## src/rtl/mmio_key_io.sv

```systemverilog
// -----------------------------------------------------------------------------
// mmio_key_io
//
// Memory-mapped I/O block on the MEM-stage I/O port of the pipelined CPU.
// It provides:
//   - KEYS debounced push-button channels with latched press events,
//   - a blocking "wait for key" read that stalls the pipeline until a press
//     is pending,
//   - switch readback,
//   - LED and seven-segment registers, with software-controlled LED blinking,
//   - a registered read path.
//
// Register map (io_addr[4:2]):
//   0 SW        RO   zero-extended synchronised switches
//   1 KEY_PEND  W1C  latched press events (set wins over clear)
//   2 KEY_LVL   RO   debounced key levels
//   3 LED       RW   LED register
//   4 SEG       RW   seven-segment value
//   5 BLINK     RW   bit0 enable, bits[BLINK_W:1] period
//   6 KEY_WAIT  RO   blocking: {1, 27'b0, lowest pending key index}
//   7 -              reads 0, writes ignored
//
// Ports:
//   clk        CPU clock, all state on rising edge
//   rst        asynchronous active-low reset
//   io_we      write strobe (one cycle per write)
//   io_re      read request (held stable by the master while stalled)
//   io_addr    byte address, only bits [4:2] decoded
//   io_wdata   write data
//   io_rdata   registered read data
//   stall_req  pipeline stall request, combinational
//   key_in     raw active-high push buttons
//   sw_in      raw switches
//   led_out    LED drive (blink-gated LED register)
//   seg_data   value for the seven-segment driver
//
// Parameter limits: KEYS 1..16, SW_W <= 32, LED_W <= 32, DEB_CYCLES >= 1,
// BLINK_W <= 31 (the period field sits above the enable bit).
// -----------------------------------------------------------------------------
module mmio_key_io #(
    parameter int KEYS       = 4,
    parameter int SW_W       = 24,
    parameter int LED_W      = 24,
    parameter int DEB_CYCLES = 16,
    parameter int BLINK_W    = 24
) (
    input  logic             clk,
    input  logic             rst,
    input  logic             io_we,
    input  logic             io_re,
    input  logic [31:0]      io_addr,
    input  logic [31:0]      io_wdata,
    output logic [31:0]      io_rdata,
    output logic             stall_req,
    input  logic [KEYS-1:0]  key_in,
    input  logic [SW_W-1:0]  sw_in,
    output logic [LED_W-1:0] led_out,
    output logic [31:0]      seg_data
);

    localparam int CNT_W = (DEB_CYCLES > 1) ? $clog2(DEB_CYCLES) : 1;
    localparam logic [CNT_W-1:0] CNT_LAST = CNT_W'(DEB_CYCLES - 1);

    typedef enum logic [2:0] {
        REG_SW       = 3'd0,
        REG_KEY_PEND = 3'd1,
        REG_KEY_LVL  = 3'd2,
        REG_LED      = 3'd3,
        REG_SEG      = 3'd4,
        REG_BLINK    = 3'd5,
        REG_KEY_WAIT = 3'd6,
        REG_RSVD     = 3'd7
    } reg_sel_t;

    reg_sel_t sel;
    assign sel = reg_sel_t'(io_addr[4:2]);

    // Address bits outside [4:2] and unused write-data bits are don't-care.
    logic unused_bits;
    assign unused_bits = ^{io_addr[31:5], io_addr[1:0], io_wdata};

    // -------------------------------------------------------------------------
    // Input synchronisers
    // -------------------------------------------------------------------------
    logic [KEYS-1:0] key_s1, key_s2;
    logic [SW_W-1:0] sw_s1, sw_s2;

    always_ff @(posedge clk or negedge rst) begin
        if (!rst) begin
            key_s1 <= '0;
            key_s2 <= '0;
            sw_s1  <= '0;
            sw_s2  <= '0;
        end else begin
            key_s1 <= key_in;
            key_s2 <= key_s1;
            sw_s1  <= sw_in;
            sw_s2  <= sw_s1;
        end
    end

    // -------------------------------------------------------------------------
    // Per-key debounce: the level only follows the synchronised input after
    // DEB_CYCLES consecutive disagreeing samples; any agreeing sample restarts.
    // -------------------------------------------------------------------------
    logic [KEYS-1:0] key_lvl;

    for (genvar g = 0; g < KEYS; g++) begin : g_deb
        logic [CNT_W-1:0] cnt;
        logic             lvl;

        always_ff @(posedge clk or negedge rst) begin
            if (!rst) begin
                cnt <= '0;
                lvl <= 1'b0;
            end else if (key_s2[g] != lvl) begin
                if (cnt == CNT_LAST) begin
                    lvl <= key_s2[g];
                    cnt <= '0;
                end else begin
                    cnt <= cnt + 1'b1;
                end
            end else begin
                cnt <= '0;
            end
        end

        assign key_lvl[g] = lvl;
    end

    // -------------------------------------------------------------------------
    // Press events and KEY_WAIT handshake
    // -------------------------------------------------------------------------
    logic [KEYS-1:0] key_lvl_d;
    logic [KEYS-1:0] key_pend;
    logic [KEYS-1:0] pend_set;
    logic [KEYS-1:0] pend_w1c;
    logic [KEYS-1:0] pend_wait_clr;
    logic [3:0]      wait_idx;
    logic            pend_any;
    logic            rd_take;

    assign pend_set = key_lvl & ~key_lvl_d;
    assign pend_any = |key_pend;

    // Scan from the top so the last assignment is the lowest pending bit.
    always_comb begin
        wait_idx = 4'd0;
        for (int i = KEYS - 1; i >= 0; i--) begin
            if (key_pend[i]) begin
                wait_idx = 4'(i);
            end
        end
    end

    // Held low during reset so a KEY_WAIT presented then only stalls once
    // reset has been released.
    assign stall_req = rst && io_re && (sel == REG_KEY_WAIT) && !pend_any;
    assign rd_take   = io_re && !stall_req;

    assign pend_w1c = (io_we && sel == REG_KEY_PEND) ? io_wdata[KEYS-1:0] : '0;

    always_comb begin
        pend_wait_clr = '0;
        for (int i = 0; i < KEYS; i++) begin
            pend_wait_clr[i] = rd_take && (sel == REG_KEY_WAIT) && (wait_idx == 4'(i));
        end
    end

    always_ff @(posedge clk or negedge rst) begin
        if (!rst) begin
            key_lvl_d <= '0;
            key_pend  <= '0;
        end else begin
            key_lvl_d <= key_lvl;
            // A new press on a bit being cleared this cycle must not be lost.
            key_pend  <= (key_pend & ~(pend_w1c | pend_wait_clr)) | pend_set;
        end
    end

    // -------------------------------------------------------------------------
    // LED / SEG / BLINK registers and blink generator
    // -------------------------------------------------------------------------
    logic [LED_W-1:0]   led_reg;
    logic [31:0]        seg_reg;
    logic               blink_en;
    logic [BLINK_W-1:0] blink_per;
    logic [BLINK_W-1:0] blink_presc;
    logic               blink_phase;

    always_ff @(posedge clk or negedge rst) begin
        if (!rst) begin
            led_reg <= '0;
            seg_reg <= '0;
        end else if (io_we) begin
            if (sel == REG_LED) begin
                led_reg <= io_wdata[LED_W-1:0];
            end
            if (sel == REG_SEG) begin
                seg_reg <= io_wdata;
            end
        end
    end

    // Phase 1 shows the LEDs, phase 0 blanks them; a BLINK write restarts the
    // pattern in the visible phase.
    always_ff @(posedge clk or negedge rst) begin
        if (!rst) begin
            blink_en    <= 1'b0;
            blink_per   <= '0;
            blink_presc <= '0;
            blink_phase <= 1'b1;
        end else if (io_we && sel == REG_BLINK) begin
            blink_en    <= io_wdata[0];
            blink_per   <= io_wdata[BLINK_W:1];
            blink_presc <= '0;
            blink_phase <= 1'b1;
        end else if (blink_en) begin
            if (blink_presc == blink_per) begin
                blink_presc <= '0;
                blink_phase <= ~blink_phase;
            end else begin
                blink_presc <= blink_presc + 1'b1;
            end
        end else begin
            blink_presc <= '0;
        end
    end

    assign led_out  = (blink_en && !blink_phase) ? '0 : led_reg;
    assign seg_data = seg_reg;

    // -------------------------------------------------------------------------
    // Read path: the mux sees pre-write register values, so a same-cycle
    // write and read returns the old contents.
    // -------------------------------------------------------------------------
    logic [31:0] rd_val;

    always_comb begin
        rd_val = '0;
        case (sel)
            REG_SW:       rd_val[SW_W-1:0]  = sw_s2;
            REG_KEY_PEND: rd_val[KEYS-1:0]  = key_pend;
            REG_KEY_LVL:  rd_val[KEYS-1:0]  = key_lvl;
            REG_LED:      rd_val[LED_W-1:0] = led_reg;
            REG_SEG:      rd_val            = seg_reg;
            REG_BLINK: begin
                rd_val[BLINK_W:1] = blink_per;
                rd_val[0]         = blink_en;
            end
            REG_KEY_WAIT: rd_val = {1'b1, 27'b0, wait_idx};
            default:      rd_val = '0;
        endcase
    end

    always_ff @(posedge clk or negedge rst) begin
        if (!rst) begin
            io_rdata <= '0;
        end else if (rd_take) begin
            io_rdata <= rd_val;
        end
    end

endmodule

```

## config.mk

```make
export PLATFORM = sky130hd
export DESIGN_NAME = mmio_key_io
export DESIGN_NICKNAME = d
export VERILOG_FILES = /design/src/rtl/mmio_key_io.sv
export SDC_FILE = /design/constraint.sdc
export NUM_CORES = 1
export LEC_CHECK = 0
export CAP_MARGIN = 20
export CELL_PAD_IN_SITES_DETAIL_PLACEMENT = 0
export CELL_PAD_IN_SITES_GLOBAL_PLACEMENT = 1
export CORE_MARGIN = 2
export CORE_UTILIZATION = 44
export CTS_CLUSTER_DIAMETER = 30
export DETAILED_ROUTE_END_ITERATION = 10
export MAX_ROUTING_LAYER = met4
export PLACE_DENSITY = 0.89
export SLEW_MARGIN = 30
export SYNTH_ARGS = -nofsm -noshare
export SYNTH_HDL_FRONTEND = slang
export SYNTH_SLANG_ARGS = --single-unit
```

## constraint.sdc

```tcl
create_clock -name clk -period 2.9 [get_ports clk]
set_clock_uncertainty 0.1 [all_clocks]
set_input_delay 0.58 -clock clk [delete_from_list [all_inputs] [get_ports clk]]
set_output_delay 0.58 -clock clk [all_outputs]
set_load 0.1 [all_outputs]
```

==> metrics.md <==
| Metric | Value |
|---|---|
| Last weighted congestion value of the routability-driven placer | 0.845 |
| Max Root-Sink Buffers | 3 |
| Global-route wire length before repair | between 30000 and 40000 um |
| CP max stage delay | 530 ps |
| Share of post-route cells with drive strength above 1 | between 20% and 30% |
| Vias after detailed routing | 6488 |
| Cell-internal power | 8.53 mW |
| Cell type of the slowest stage on the worst timing path | clkdlybuf4s50_1 |
| Mean area per synthesized cell | 12.3 um^2 |
| Fill cell total of the finished layout | 1625 |
| CP top delay family | buffers and inverters |
| Storage cell area | about 5600 um^2 |
| Vias in the first global route | about 7000 |
| Yosys cell types | 43 |
| TritonCTS sink count | 222 |
| DIE AREA | 22200 um^2 |
| Io pins | 185 |
| Number of input and output port buffers inserted | between 150 and 200 |
| Sequential cell area fraction in the yosys report | 59.9% |
| Critical path class | in2out |
| Required time of the critical path | 2220 ps |
| Leakage Power | slightly below 6 nW |
| Violation count after the first detailed-routing iteration | 317 |
| CP Cell Sequence | clkdlybuf4s50_1 -> nand3b_4 -> or3_1 -> nor3_4 -> buf_12 |
| Average routed wire per standard cell | between 15 and 20 um |
| Diode count | 0 |
| Die height | 149 um |
| Peak ir drop on the vdd network | ~0.67 mV |
| Worst Setup End Kind | output port |
| CTS buffer count | 47 |
| Core region area | 20800 um^2 |
| Signal arrival time at the worst endpoint | 2070 ps |
| Final hold vios | 0 |
| Overall routing resource usage | 21.8% |
| Total setup violations reported at the end of the flow | 0 |
| Area overhead of the layout relative to synthesis | 40.6% |
| Rel. slew slack | 43.0% |
| Psw | 4.35 mW |
| Remaining antenna violation count after routing | 0 |
| Sw frac | 33.8% |
| Post-detailed-placement half-perimeter wirelength | about 15000 um |
| Clock Latency Late Sink | 530 ps |
| Commonest non-fill, non-tap cells in the layout | 221 x dfrtp_1, 85 x mux2_2, 84 x buf_4, 76 x nand2_1, 64 x clkdlybuf4s50_1 |
| Run status | completed |
| Final Critical Period | 2750 ps |
| Power density over the cells | 988 nW/um^2 |
| Top FF cell, synth | dfrtp_1 |
| Synthesized net count | between 800 and 900 |
| Setup repair after global routing missed its margin | no |
| Per-cell via count in the routed design | around 5.2 |
| Crit path buffers/inverters | 2 |
| Clock power share | between 40% and 50% |
| Placed standard-cell area | about 11000 um^2 |
| Antenna violations before repair | 0 |
| Max-slew violation total from the final report | 0 |
| Setup TNS after final layout | 0 ps |
| Leading cell type in the layout, fill and taps excluded | dfrtp_1 |
| Max-Cap Viols | 0 |
| Sequential power share | 29.5% |
| TritonCTS clock tree | done |
| Total Power Consumption | 12.9 mW |
| Effective utilization at floorplan | 44.5% |
| Cell count after synthesis | between 700 and 800 |
| DIE WIDTH | 149 um |
| Total DRC errors in the routed layout | 0 |
| Combined area of all synthesized cells | 9270 um^2 |
| Root cell of the clock tree | clkbuf_16 |
| Final Net Count | approximately 1000 |
| Layout Cell Area excl Fill | 13000 um^2 |
| Async set-or-reset flop fraction in the synthesized netlist | 100% |
| Critical Path Fanout Max | 3 |
| Comb power frac | 25.7% |
| Count of flip-flops with a built-in enable after synthesis | 0 |
| Max Clk Rate | 364 MHz |
| Placement row count | 53 |
| CTS H-Tree Depth | 2 |
| Number of resized instances in the post-cts repair step | 0 |
| Drt total wl | 23100 um |
| Syn. warnings | 0 |
| Worst setup SP type | input pin |
| Overflow left after global routing | 0 |
| CTS clock-pin slew for the worst setup and hold paths | ~40 ps |
| Area used by multi-input combinational logic | around 3500 um^2 |
| Pin count of the biggest net entering global routing | between 100 and 150 |
| Worst Hold Class | reg2reg |
| Final clock period utilization by the worst path | 94.8% |
| Register bit count reported by yosys | ~220 |
| Slew of the pin with the lowest slew margin | roughly 860 ps |
| Number of optimization iterations in the first detailed-route pass | 5 |
==> kinds of logic (layout without fill, tap and decap cells) <==
family	Yosys count	in the layout	share of synthesized area, %
flops	222	222	59.9
simple gates	200	200	10.9
mux	112	112	13.5
compound gates	107	107	6.99
xor+xnor	54	54	5.10
buf+inv	51	280	2.93
fa+ha+maj	5	5	0.675
==> worst paths after layout <==
kind / startpoint / to / slack [ps] / cells after the start
setup / recovery: io_addr[3] / stall_req / 150 / 5
min in group asynchronous: rst / sw_s2[17]$_DFF_PN0_ / 380 / 2
hold / removal: sw_s1[12]$_DFF_PN0_ / sw_s2[12]$_DFF_PN0_ / 240 / 0
setup reg to reg: blink_presc[0]$_DFF_PN0_ / blink_presc[20]$_DFF_PN0_ / 890 / 6
max in group asynchronous: rst / io_rdata[25]$_DFFE_PN0N_ / 1230 / 3
hold reg to reg: sw_s1[12]$_DFF_PN0_ / sw_s2[12]$_DFF_PN0_ / 240 / 0
==> synth_stat cells, types with 3 or more instances <==
master      n  share of area (%)
dfrtp_1   221                 60
mux2_2     85                 10
nand2_1    76                3.1
o21ai_0    61                3.3
xor2_1     43                4.1
nor2_1     33                1.3
and2_1     29                2.0
mux2i_1    25                2.7
a22oi_1    23                1.9
buf_2      15               0.81
nand3_1    14               0.76
inv_1      13               0.53
clkbuf_1   12               0.49
xnor2_1    11                1.0
nor2b_1    10               0.67
a21oi_1     9               0.49
nand4_1     8               0.54
and4_1      7               0.66
buf_6       7               0.85
nor4_1      6               0.40
ha_1        5               0.67
and3_1      4               0.27
nand4b_1    4               0.38
nor3b_1     4               0.32
o211ai_1    3               0.24
==> metrics by stage <==
| stage | setup WS (ps) | hold WS [ps] | cells | utilization (%) |
|---|---|---|---|---|
| after floorplan | 137 | 184 | 751 | - |
| after global placement | 148 | 231 | 1168 | 54.2 |
| after detailed placement | 144 | 235 | 1168 | 54.2 |
| after CTS | 144 | 243 | 1255 | 62.6 |
| after global routing | 95.0 | 246 | 1255 | 62.6 |
| final | 152 | 243 | 1255 | 62.6 |
==> what timing repair did <==
item | in CTS | in global routing
hold buffers | 1 | 0
buffers inserted | 0 | 0
endpoints found under the hold margin | 19 | 0
setup endpoints to repair | 0 | 0
==> power groups by stage <==
stage	registers (mW)	clock network, mW	logic (mW)
3_5_place_dp	3.84	0	3.32
5_1_grt	3.85	6.01	3.45
6_report	3.80	5.77	3.31
4_1_cts	3.80	5.84	3.34
2_1_floorplan	4.88	0	1.20
3_3_place_gp	3.82	0	3.29
==> cell type report <==
type / instances / area share (%)
clock inverter: 26 / 3.05
inverter: 14 / 0.403
sequential: 222 / 42.6
tap: 275 / 2.64
multi-input combinational: 478 / 26.5
clock buffer: 60 / 10.3
timing repair buffer: 180 / 14.4
==> metal layers <==
layer	up-vias	wire (um)	global-route usage, %
li1	3003	-	-
met1	3247	10200	29.2
met2	192	11100	34.3
met3	46	1330	4.04
met4	0	471	6.29
met5	-	0	-
(Power assumes the default switching activity.)
